**config.mk**
```make
export PLATFORM = sky130hd
export DESIGN_NAME = lsu_ctrl
export DESIGN_NICKNAME = d
export VERILOG_FILES = /design/src/rtl/riscv_defines.sv /design/src/rtl/lsu_align.sv /design/src/rtl/lsu_ctrl.sv
export SDC_FILE = /design/constraint.sdc
export NUM_CORES = 1
export LEC_CHECK = 0
export CORE_MARGIN = 4
export CORE_UTILIZATION = 40
export CTS_CLUSTER_SIZE = 12
export DETAILED_ROUTE_END_ITERATION = 10
export GPL_TIMING_DRIVEN = 0
export MAX_ROUTING_LAYER = met4
export PLACE_DENSITY = 0.78
export SLEW_MARGIN = 10
export SYNTH_ARGS = -nofsm -noshare
export SYNTH_HDL_FRONTEND = slang
export SYNTH_SLANG_ARGS = --single-unit
```
**constraint.sdc**
```tcl
create_clock -name clk -period 1.7 [get_ports clk]
set_input_delay 0.34 -clock clk [delete_from_list [all_inputs] [get_ports clk]]
set_output_delay 0.34 -clock clk [all_outputs]
set_load 0.05 [all_outputs]
```
**src/rtl/riscv_defines.sv**
```systemverilog
// Shared definitions for the load/store unit: access size codes, FSM states, request metadata.
// Latency: n/a (types, constants and a pure helper function only).
// Backpressure: n/a.
package riscv_defines;

   // Access size encodings as driven on lsu_size_i
   localparam logic [1:0] LSU_BYTE = 2'b00;
   localparam logic [1:0] LSU_HALF = 2'b01;
   localparam logic [1:0] LSU_WORD = 2'b10;
   localparam logic [1:0] LSU_ILL  = 2'b11;

   // Controller states; anything other than IDLE means the pipeline must stall
   typedef enum logic [1:0] {
      IDLE        = 2'b00,
      REQ         = 2'b01,
      WAIT_RVALID = 2'b10
   } lsu_state_e;

   // Per-transaction attributes kept for the whole flight of a request
   typedef struct packed {
      logic       we;
      logic [1:0] size;
      logic       sext;
      logic [1:0] off;
   } lsu_meta_t;

   // True when the access cannot be issued: illegal size or natural-alignment violation
   function automatic logic lsu_misaligned(input logic [1:0] size, input logic [1:0] off);
      logic bad;
      case (size)
         LSU_BYTE: bad = 1'b0;
         LSU_HALF: bad = off[0];
         LSU_WORD: bad = |off;
         default:  bad = 1'b1;
      endcase
      return bad;
   endfunction

endpackage

```
**src/rtl/lsu_align.sv**
```systemverilog
// Lane steering for the LSU: store byte enables/lane shift and load extract + sign/zero extend.
// Latency: purely combinational, zero cycles.
// Backpressure: none; outputs follow inputs every cycle.
module lsu_align
   import riscv_defines::*;
#(
   parameter int WORD_WIDTH = 32
) (
   input  logic [1:0]            i_st_size,
   input  logic [1:0]            i_st_off,
   input  logic [WORD_WIDTH-1:0] i_st_wdata,
   output logic [3:0]            o_st_be,
   output logic [WORD_WIDTH-1:0] o_st_wdata,
   output logic                  o_st_err,
   input  logic [1:0]            i_ld_size,
   input  logic                  i_ld_sext,
   input  logic [1:0]            i_ld_off,
   input  logic [WORD_WIDTH-1:0] i_ld_rdata,
   output logic [WORD_WIDTH-1:0] o_ld_data
);

   logic [WORD_WIDTH-1:0] w_ld_shifted;
   logic                  w_ld_sign;

   assign o_st_err     = lsu_misaligned(i_st_size, i_st_off);
   // Store data is LSB-justified from the core; move it up to the addressed lane
   assign o_st_wdata   = i_st_wdata << {i_st_off, 3'b000};
   // Bring the addressed lane down to bit 0 before truncation
   assign w_ld_shifted = i_ld_rdata >> {i_ld_off, 3'b000};

   // Byte enables select exactly the lanes touched by the access
   always_comb begin
      o_st_be = 4'b0000;
      case (i_st_size)
         LSU_BYTE: o_st_be = 4'b0001 << i_st_off;
         LSU_HALF: o_st_be = i_st_off[1] ? 4'b1100 : 4'b0011;
         LSU_WORD: o_st_be = 4'b1111;
         default:  o_st_be = 4'b0000;
      endcase
   end

   // Truncate to access size, then replicate the top kept bit (signed) or zeros (unsigned)
   always_comb begin
      o_ld_data = w_ld_shifted;
      w_ld_sign = 1'b0;
      case (i_ld_size)
         LSU_BYTE: begin
            w_ld_sign = i_ld_sext & w_ld_shifted[7];
            o_ld_data = {{(WORD_WIDTH-8){w_ld_sign}}, w_ld_shifted[7:0]};
         end
         LSU_HALF: begin
            w_ld_sign = i_ld_sext & w_ld_shifted[15];
            o_ld_data = {{(WORD_WIDTH-16){w_ld_sign}}, w_ld_shifted[15:0]};
         end
         default: o_ld_data = w_ld_shifted;
      endcase
   end

endmodule

```
**src/rtl/lsu_ctrl.sv**
```systemverilog
// Load/store controller: accepts one request from execute, drives a req/gnt/rvalid data-memory port.
// Latency: accept -> lsu_done_o in 3 cycles minimum; misaligned/illegal -> lsu_err_o the next cycle.
// Backpressure: lsu_busy_o stalls the pipeline; grant and rvalid may each be withheld indefinitely.
module lsu_ctrl
   import riscv_defines::*;
#(
   parameter int WORD_WIDTH = 32
) (
   input  logic                  clk,
   input  logic                  rst_n,
   input  logic                  lsu_req_i,
   input  logic                  lsu_we_i,
   input  logic [1:0]            lsu_size_i,
   input  logic                  lsu_sign_ext_i,
   input  logic [WORD_WIDTH-1:0] lsu_addr_i,
   input  logic [WORD_WIDTH-1:0] lsu_wdata_i,
   output logic                  lsu_busy_o,
   output logic                  lsu_done_o,
   output logic                  lsu_err_o,
   output logic [WORD_WIDTH-1:0] lsu_rdata_o,
   output logic                  data_req_o,
   output logic                  data_we_o,
   output logic [WORD_WIDTH-1:0] data_addr_o,
   output logic [WORD_WIDTH-1:0] data_wdata_o,
   output logic [3:0]            data_be_o,
   input  logic                  data_gnt_i,
   input  logic                  data_rvalid_i,
   input  logic [WORD_WIDTH-1:0] data_rdata_i
);

   lsu_state_e            r_state;
   lsu_state_e            w_state_nxt;
   lsu_meta_t             r_meta;
   logic [WORD_WIDTH-1:0] r_addr;
   logic [WORD_WIDTH-1:0] r_wdata;
   logic [3:0]            r_be;
   logic [WORD_WIDTH-1:0] r_rdata;
   logic                  r_done;
   logic                  r_err;

   logic                  w_accept;
   logic                  w_go_req;
   logic                  w_err_req;
   logic                  w_rsp;
   logic                  w_busy;
   logic                  w_data_req;
   logic [3:0]            w_st_be;
   logic [WORD_WIDTH-1:0] w_st_wdata;
   logic                  w_st_err;
   logic [WORD_WIDTH-1:0] w_ld_data;

   // Requests are only looked at in IDLE; a busy controller simply ignores them
   assign w_accept  = (r_state == IDLE) & lsu_req_i;
   assign w_go_req  = w_accept & ~w_st_err;
   assign w_err_req = w_accept &  w_st_err;
   // rvalid outside WAIT_RVALID is stray and must not complete anything
   assign w_rsp     = (r_state == WAIT_RVALID) & data_rvalid_i;

   lsu_align #(
      .WORD_WIDTH (WORD_WIDTH)
   ) u_align (
      .i_st_size  (lsu_size_i),
      .i_st_off   (lsu_addr_i[1:0]),
      .i_st_wdata (lsu_wdata_i),
      .o_st_be    (w_st_be),
      .o_st_wdata (w_st_wdata),
      .o_st_err   (w_st_err),
      .i_ld_size  (r_meta.size),
      .i_ld_sext  (r_meta.sext),
      .i_ld_off   (r_meta.off),
      .i_ld_rdata (data_rdata_i),
      .o_ld_data  (w_ld_data)
   );

   // State register; reset abandons any transaction in flight
   always_ff @(posedge clk or negedge rst_n) begin
      if (!rst_n) r_state <= IDLE;
      else        r_state <= w_state_nxt;
   end

   // Next-state and state-decoded outputs
   always_comb begin
      w_state_nxt = r_state;
      w_busy      = 1'b1;
      w_data_req  = 1'b0;
      case (r_state)
         IDLE: begin
            w_busy = 1'b0;
            if (w_go_req) w_state_nxt = REQ;
         end
         REQ: begin
            w_data_req = 1'b1;
            if (data_gnt_i) w_state_nxt = WAIT_RVALID;
         end
         WAIT_RVALID: begin
            if (data_rvalid_i) w_state_nxt = IDLE;
         end
         default: w_state_nxt = IDLE;
      endcase
   end

   // Capture the request on a legal accept; held unchanged until the next accept so the
   // memory-side address/be/wdata stay stable for the whole REQ phase
   always_ff @(posedge clk or negedge rst_n) begin
      if (!rst_n) begin
         r_meta  <= '0;
         r_addr  <= '0;
         r_wdata <= '0;
         r_be    <= 4'b0000;
      end else if (w_go_req) begin
         r_meta.we   <= lsu_we_i;
         r_meta.size <= lsu_size_i;
         r_meta.sext <= lsu_sign_ext_i;
         r_meta.off  <= lsu_addr_i[1:0];
         r_addr      <= {lsu_addr_i[WORD_WIDTH-1:2], 2'b00};
         r_wdata     <= w_st_wdata;
         r_be        <= w_st_be;
      end
   end

   // One-cycle completion and error pulses; they come from disjoint states so never overlap
   always_ff @(posedge clk or negedge rst_n) begin
      if (!rst_n) begin
         r_done <= 1'b0;
         r_err  <= 1'b0;
      end else begin
         r_done <= w_rsp;
         r_err  <= w_err_req;
      end
   end

   // Load result is updated only when a load completes; stores leave it untouched
   always_ff @(posedge clk or negedge rst_n) begin
      if (!rst_n)                    r_rdata <= '0;
      else if (w_rsp && !r_meta.we)  r_rdata <= w_ld_data;
   end

   assign lsu_busy_o   = w_busy;
   assign lsu_done_o   = r_done;
   assign lsu_err_o    = r_err;
   assign lsu_rdata_o  = r_rdata;
   assign data_req_o   = w_data_req;
   assign data_we_o    = r_meta.we;
   assign data_addr_o  = r_addr;
   assign data_wdata_o = r_wdata;
   assign data_be_o    = r_be;

endmodule

```
Yosys cells after proc, flatten, opt, wreduce, memory -nomap -nowiden:

Cells that the tools add are included.

* bits in writable memories: 0
* bits in read-only memories: 0
* output and inout bits: 105
* input port bits: 105
* latch bits: 0
* flip-flop bits (word level): 108
* word-level logic and storage cells: 46
* memories kept: 0

* reductions and logical operators: 7
* divide/modulo/power cells: 0
* multipliers: 0
* bitwise gates (word level): 7
* muxes and demuxes: 10
* shift operators: 3
* add/sub/neg operators: 0
* eq/ne operators: 8
* $lt $le $gt $ge: 0

Operators by type and width (number)
* 32-bit one-hot mux with 2 select lines: 1
* 32-bit by 5-bit left shift with 32-bit output: 1
* 32-bit by 5-bit right shift with 32-bit output: 1
* 4-bit one-hot mux with 3 select lines: 1
* 1-bit bitwise AND: 6
* 2-bit by 1-bit equality test with 1-bit output, second input constant: 3
* 2-bit logical NOT: 3
* 2-bit two-way mux: 3
* 2-bit inequality test, second input constant: 3
* 2-bit one-hot mux with 3 select lines: 1
* 2-bit equality test, second input constant: 2
* 4-bit two-way mux: 1
* 1-bit by 2-bit left shift with 4-bit output, first input constant: 1
* 1-bit one-hot mux with 3 select lines: 1
* 3-bit AND reduction: 1
* 1-bit two-way mux: 2
* 2-bit OR reduction: 1
* 1-bit logical AND: 1
* 1-bit logical NOT: 1
* 1-bit inverter: 1

Depth between registers and ports, before layout:

Gate-level depths: netlist of the first run.

* word-level depth: 6
* gate-level depth with buffers: 8

Cells and area by module:

A second synthesis of the first run with hierarchy kept.

* cells, all modules: 439
* area, all modules: 5719.2 um2

By module, submodules not included
* lsu_ctrl: cells an instance 239, instances 1, area each 4436.8 um2, sequential area each 2702.6 um2
* lsu_align: cells an instance 200, instances 1, area each 1282.5 um2, sequential area each 0.0 um2

Least setup slack after synthesis of the first run:

OpenSTA, ideal clock, no wires.

* kind: reg-to-reg
* start: reg r_meta (netlist bit data_we_o)
* end: reg r_rdata[6], in the netlist lsu_rdata_o[6]
* library setup time: 0.125 ns
* path buffers: 1
* path slack: 0.011 ns
* stages on the path, launching flop included: 4
* arrival time: 1.565 ns
* period minus slack after synthesis: 1.689 ns
* path through: dfrtp_1 nor3_4 buf_2 mux2_2

* word-level cells in the longest chain between the ends: 2

Ends and longest elaborated chain
* from (decl): RTL line lsu_ctrl.sv:33 `lsu_meta_t r_meta;`
* 1-bit logical NOT: RTL line lsu_ctrl.sv:135 `else if (w_rsp && !r_meta.we) r_rdata <= w_ld_data;`
* 1-bit logical AND: RTL line lsu_ctrl.sv:135
* to (signal assigned): RTL line lsu_ctrl.sv:135
* to (decl): RTL line lsu_ctrl.sv:37 `logic [WORD_WIDTH-1:0] r_rdata;`

No other way between the ends.
A chain may end at the register's enable or synchronous reset.

Worst setup path in the final report of the first run:

* start: reg r_state[1]
* end: reg r_wdata[21], in the netlist data_wdata_o[21]

* word-level cells in the longest chain between the ends: 3

Ends and longest elaborated chain
* from (decl): RTL line lsu_ctrl.sv:31 `lsu_state_e r_state;`
* from (signal assigned): RTL line lsu_ctrl.sv:78 `else r_state <= w_state_nxt;`
* 2-bit logical NOT: RTL line lsu_ctrl.sv:53 `assign w_accept = (r_state == IDLE) & lsu_req_i;`
* 1-bit bitwise AND: RTL line lsu_ctrl.sv:53
* 1-bit bitwise AND: RTL line lsu_ctrl.sv:54 `assign w_go_req = w_accept & ~w_st_err;`
* to (signal assigned): RTL line lsu_ctrl.sv:116 `r_wdata <= w_st_wdata;`
* to (decl): RTL line lsu_ctrl.sv:35 `logic [WORD_WIDTH-1:0] r_wdata;`

No other way between the ends.

==> results of run 1 <==
-- kinds of logic (layout without fill, tap and decap cells) --
kind of cell / count (synthesis) / after routing
buffers and inverters: 46 / 288
other: 1 / 2
and+or+nand+nor: 87 / 87
xor gates and xnor gates: 2 / 2
muxes: 109 / 109
DFF: 108 / 108
AOI/OAI and AO/OA: 95 / 95
-- per-stage QoR --
stage / setup WS (ns) / cell area [sq um]
floorplan: 0.0105 / 5290
global placement: -3.80 / 7560
detailed placement: -0.556 / 7580
CTS: 0.00773 / 7940
global route: -0.0540 / 8090
finish: 0.0167 / 8090
-- where the power goes --
group          leakage, uW  internal (uW)  switching (uW)  total, uW
Sequential         0.00131           3660             634       4290
Combinational      0.00222           2740            5620       8370
Clock             0.000164           1350             997       2340
Total              0.00369           7750            7260      15000
-- Yosys cell counts, types with 2 or more instances --
library cell and n:
a211o_1 2, a211oi_1 15, a21oi_1 23, a22o_1 10, and2_1 9, buf_2 8, buf_4 10, buf_6 4
clkbuf_1 11, dfrtp_1 108, inv_1 11, mux2_2 67, mux2_4 2, mux2i_1 39, nand2_1 26, nand2b_1 5
nor2_1 24, nor2b_1 18, o21a_1 3, o21ai_0 16, o22a_1 16
-- how the worst max path moves through the flow --
stage                       endpoint  cells after the start
detailed placement  data_wdata_o[18]                      6
global placement     data_addr_o[10]                      1
floorplan             lsu_rdata_o[6]                      3
global route        data_wdata_o[21]                      4
finish              data_wdata_o[21]                      4
CTS                        data_we_o                      1
-- per-layer routing --
layer / track usage, % / up-vias
met4: 5.25 / 0
met1: 25.8 / 2234
met5: - / -
met2: 35.6 / 212
met3: 6.45 / 24
li1: - / 2072
-- worst reg2reg max path: cells and delay by family (launching register included) --
family                 cells  cell delay [ns]
muxes                      1             0.33
and+or+nand+nor            2             0.50
buffers and inverters      1             0.29
DFF                        1             0.45
-- flip-flops by register name (all words and copies together), names as in the netlist --
register,count
data_addr_o,30
data_be_o,4
lsu_err_o,1
r_meta,5
lsu_rdata_o,32
lsu_done_o,1
data_we_o,1
r_state,2
data_wdata_o,32
-- cell type report --
| cell class | instances | share of cell area, % |
|---|---|---|
| Inverter | 11 | 0.511 |
| Multi-Input combinational cell | 295 | 29.3 |
| Timing Repair Buffer | 228 | 26.8 |
| Clock inverter | 6 | 1.13 |
| Sequential cell | 108 | 33.5 |
| Clock buffer | 10 | 2.96 |
| Tap cell | 172 | 2.66 |
| Buffer | 33 | 3.20 |
-- repair_timing --
action	CTS	global route
pin swaps	3	16
hold buffers	1	0
cloned	1	3
setup endpoints to repair	186	58
gates resized for setup	132	17
endpoints found under the hold margin	23	0
setup buffers	8	9
==> out/summary.txt, run 1 <==
Post-Synth Simple-Gate Area - 8.21%
Die X - 123 um
Initial DRC count - 314
Final period util - 99.0%
Synth cell types - 42
Main combinational cell family by area after synthesis - multiplexers
Drt wl/cell - 18.9 um
Clk slew on worst S/H paths - 0.07 ns
Multiplexer share of the synthesized area - 22.7%
DIE HEIGHT - 123 um
Post-synth top flop - dfrtp_1
Dpl cells - 827
Async SR Flop Fraction - 100%
Hold EP - r_meta[3]
Root buf cell - clkbuf_16
TritonCTS clock tree - yes
Buf/Inv on CP - 1
Min Tclk post-route - 1.68 ns
Antenna violations before repair - 0
Drt total wl - 16.3 mm
PD cells - 1860 nW/um^2
WL met1 - 6.57 mm
Syn Std Cell Area - 5290 sq um
DP HPWL - 12.0 mm
Number of global-route vias before repair - 4824
Cell taking the most area after synthesis - dfrtp_1
Relative slew slack - 53.1%
CP startpoint - r_state[1]
Worst path cell trace - nor3b_4, and2_4, bufbuf_16, mux2_2
Pre-Repair DR Iteration Count - 6
Area of the die - 15100 sq um
Commonest non-fill, non-tap cell in the layout - dfrtp_1
Hold Crit Depth - 2
Most frequent cells in the layout - 106 x dfrtp_1, 102 x dlygate4sd2_1, 98 x clkdlybuf4s50_1, 64 x mux2_2, 38 x mux2i_1
Post-synthesis sequential area ratio - 51.1%
Initial core utilization - 41.4%
Fin Setup TNS - 0 ns
Met2 WL - 8.05 mm
Max-slew violations - 0
Worst Skew - 0.00921 ns
EDFF count, synth - 0
Largest cells by area after synthesis - dfrtp_1 51%, mux2_2 14%, mux2i_1 7.4%
Layout cell share with drive strength beyond 1 - 21.6%
# fillers - 1048
DR top layer - met4
CP endpoint kind - register
Storage element area - 2710 sq um
FF-to-FF path depth - 4
R2r endpoint - data_wdata_o[21]
Worst path max stage delay - 0.45 ns
RR Startpoint - r_state[1]
Largest net degree at the start of global routing - 86
DR WL met3 - 1.43 mm
Hold WC Path Type - input port to register
Skew-Pair Late Insertion Delay - 0.35 ns
GRT overflow - 0
Outcome - finished clean
Final GP Congestion - 0.909
Synth Area in Adders - 0%
Critical Path AT - 1.92 ns
Yosys top cell area share - 51.1%
Core Util, Final - 63.3%
Clock sinks - 108
Final setup vio count - 0
Min-delay src - lsu_size_i[0]
Synth Area in Compound Gates - 12.5%
Slowest cell on crit path - dfrtp_2
Synth Area per Inst - 11.8 sq um
Max IR drop VDD - 0.00112 V
# rows - 41
CP Launch Type - register
FF+latch count, synth - 108
Port buffer count - 205
Final count of hold timing violations - 0
Core Area - 12800 sq um
Antenna cells - 0
Multi-input gate area - 2370 sq um
Cells after synthesis - 448
H-tree Lvls - 3
DR vias/cell - 5.26
Gr usage total - 21.5%
Area delta synth->final - 53.0%
Pleak - 0.00369 uW
Clk buf depth - 2
RSZ-0062 raised after global routing - true
Design Power - 15000 uW
Final ANT Viol Nets - 0
Final non-filler cell total - 863
Largest fanout on the critical path - 7
Worst Path Required - 1.93 ns
Crit Path Class - register to register
First-pass GRT wire length - 24.5 mm
Worst slew pin tran - 0.702 ns
Post-layout nets - 791
Via count - 4542
I/O pins - 210
Worst R2R Setup Slack - 0.02 ns
Synth Area in XOR/XNOR - 0.331%
Max cap viols - 0
Residual DRC - 0
Final hold slack - 0.277 ns
Top cell family by delay on the critical path - simple AND/OR/NAND/NOR gates
Yosys warns - 0
FMAX - 594 MHz
Cts bufs inserted - 9
(Power assumes the default switching activity.)
==> run 2, diff against run 1 <==
--- a/config.mk
+++ b/config.mk
@@ -5,8 +5,8 @@
 export SDC_FILE = /design/constraint.sdc
 export NUM_CORES = 1
 export LEC_CHECK = 0
-export CORE_MARGIN = 4
-export CORE_UTILIZATION = 40
+export CORE_MARGIN = 5
+export CORE_UTILIZATION = 41
 export CTS_CLUSTER_SIZE = 12
 export DETAILED_ROUTE_END_ITERATION = 10
 export GPL_TIMING_DRIVEN = 0
@@ -15,4 +15,5 @@
 export SLEW_MARGIN = 10
 export SYNTH_ARGS = -nofsm -noshare
 export SYNTH_HDL_FRONTEND = slang
+export SYNTH_HIERARCHICAL = 1
 export SYNTH_SLANG_ARGS = --single-unit
==> out/summary.txt, run 2 <==
Area of the die - 16400 sq um
Storage element area - 2710 sq um
Multi-input gate area - 2970 sq um
Largest net degree at the start of global routing - 60
Worst Path Required - 1.93 ns
Via count - 4567
Root buf cell - clkbuf_16
Final count of hold timing violations - 0
Worst Skew - 0.00810 ns
Top cell family by delay on the critical path - buffers and inverters
Syn Std Cell Area - 5720 sq um
Layout cell share with drive strength beyond 1 - 33.7%
Cell with the most instances after synthesis - dfrtp_1
Synth cell types - 37
Cell taking the most area after synthesis - dfrtp_1
Yosys top cell area share - 47.3%
FMAX - 542 MHz
Setup ws final - -0.146 ns
Min Tclk post-route - 1.85 ns
Residual DRC - 0
DP HPWL - 12.3 mm
Final setup vio count - 89
Synth cell count leaders - 108 x dfrtp_1, 70 x mux2_4, 39 x mux2_2, 28 x mux2i_1, 28 x nand2_1
Pleak - 0.00417 uW
Buf/Inv on CP - 6
PD cells - 1750 nW/um^2
H-tree Lvls - 3
Outcome - complete, but fails checks
Number of global-route vias before repair - 5020
Drt wl/cell - 20.3 um
Gr usage total - 21.8%
Synth Area in XOR/XNOR - 0%
Pre-Repair DR Iteration Count - 5
Final period util - 109%
Final non-filler cell area - 8930 sq um
FF+latch count, synth - 108
Post-layout nets - 795
GRT overflow - 0
Max-slew violations - 0
TritonCTS clock tree - yes
Skew-Pair Late Insertion Delay - 0.34 ns
Area delta synth->final - 56.2%
Post-synthesis sequential area ratio - 47.3%
Clk buf depth - 2
Die X - 128 um
Synth Area in Compound Gates - 7.61%
Worst R2R Setup Slack - -0.09 ns
Hold Crit Depth - 2
Antenna violations before repair - 0
Port buffer count - 207
Violated checks - negative setup slack
Largest fanout on the critical path - 5
Cts bufs inserted - 9
Clk slew on worst S/H paths - 0.07 ns
Initial core utilization - 41.5%
Worst path cell trace - buf_8, buf_8, nor2_4, nor2b_4, o22a_4, nor4b_4, buf_6, buf_12, buf_12, buf_12, mux2_4
Largest cells by area after synthesis - dfrtp_1 47%, mux2_4 18%, mux2_2 7.7%
Crit Path Class - input port to register
Critical Path AT - 2.07 ns
Commonest non-fill, non-tap cell in the layout - dfrtp_1
Main combinational cell family by area after synthesis - multiplexers
Post-synth top flop - dfrtp_1
Slowest cell on crit path - nor4b_4
Synth Area per Inst - 13.0 sq um
CP endpoint kind - register
Initial DRC count - 220
Cells after synthesis - 439
Final ANT Viol Nets - 0
CP Launch Type - input port
Hold EP - r_meta[4]
# rows - 43
Max IR drop VDD - 0.000891 V
Final GP Congestion - 0.963
Relative slew slack - 60.0%
Min-delay src - lsu_size_i[1]
FF-to-FF path depth - 8
DR vias/cell - 5.22
First-pass GRT wire length - 27.3 mm
# fillers - 1094
Synth Area in Adders - 0%
DIE HEIGHT - 128 um
Drt total wl - 17.7 mm
Core Area - 13800 sq um
DP Area - 8090 sq um
Worst slew pin tran - 0.598 ns
Post-Synth Simple-Gate Area - 8.40%
Clock sinks - 108
Max cap viols - 0
Worst path max stage delay - 0.31 ns
Yosys warns - 6
RSZ-0062 raised after global routing - true
Worst path most repeated cell - buf_12
Async SR Flop Fraction - 100%
R2r endpoint - lsu_rdata_o[21]
Fin Setup TNS - -5.57 ns
Most frequent cells in the layout - 106 x dfrtp_1, 101 x dlygate4sd2_1, 99 x clkdlybuf4s50_1, 87 x mux2_4
RR Startpoint - r_meta[0]
Hold WC Path Type - input port to register
Antenna cells - 0
I/O pins - 210
Multiplexer share of the synthesized area - 31.3%
EDFF count, synth - 0
==> run 2: cell count changes after synthesis, moves of 7 or more <==
cell      previous run  this run
a22o_1              10         0
mux2_2              67        39
o22a_1              16         1
mux2i_1             39        28
mux2_4               2        70
buf_4               10         3
a221oi_1             0         7
inv_1               11         2
==> run 2: power breakdown <==
part	total [uW]	internal [uW]	leakage (uW)	switching [uW]
Clock	1990	1010	0.000133	985
Combinational	9330	3570	0.00271	5760
Sequential	4320	3610	0.00133	707
==> run 2: kinds of logic after synthesis <==
group                  Yosys count
AO/OA/AOI/OAI                   66
buffers and inverters           33
flip-flops                     108
other                            1
multiplexers                   139
AND/OR/NAND/NOR                 92
==> run 2: final cells by class <==
| class | instances | share of cell area (%) |
|---|---|---|
| multi-input combinational | 299 | 33.2 |
| sequential | 108 | 30.3 |
| timing repair buffer | 243 | 27.3 |
| buffer | 26 | 3.43 |
| clock buffer | 10 | 2.56 |
| tap | 180 | 2.52 |
| clock inverter | 6 | 0.532 |
| inverter | 3 | 0.126 |
==> run 2: worst max path at each step <==
stage | start | end | slack, ns | depth (start not counted)
final | lsu_addr_i[0] | data_addr_o[5] | -0.15 | 11
after global routing | r_meta[0] | lsu_rdata_o[21] | -0.20 | 8
after CTS | lsu_size_i[1] | data_addr_o[3] | -0.12 | 11
after detailed placement | lsu_addr_i[0] | data_wdata_o[29] | -1.03 | 9
after global placement | rst_n | data_wdata_o[10] | -3.81 | 1
after floorplan | lsu_addr_i[0] | data_addr_o[10] | -0.22 | 8
==> run 2: per-layer routing <==
metal	GRT usage, %	share of wire (%)	up-vias
li1	-	-	2058
met1	26.7	41	2259
met2	35.5	49	224
met3	5.46	8.5	26
met4	6.68	2.1	0
met5	-	0	-
==> run 2: metrics by stage <==
stage | hold slack [ns] | util [%] | setup WS [ns] | cells | power [uW]
2_1_floorplan | 0.0444 | - | -0.222 | 440 | 10400
3_3_place_gp | 0.470 | 58.6 | -3.81 | 827 | 13400
3_5_place_dp | 0.324 | 58.8 | -1.03 | 828 | 13500
4_1_cts | 0.213 | 64.2 | -0.116 | 877 | 15400
5_1_grt | 0.231 | 64.9 | -0.200 | 875 | 16300
6_report | 0.228 | 64.9 | -0.146 | 875 | 15600
==> run 2: repair_timing <==
item                                   CTS  global route
hold buffers                             1             0
pin swaps                               11             4
endpoints found under the hold margin   49             0
setup endpoints to repair              201            94
buffers inserted                        27             3
gates resized for setup                195            37
cloned                                   8             1
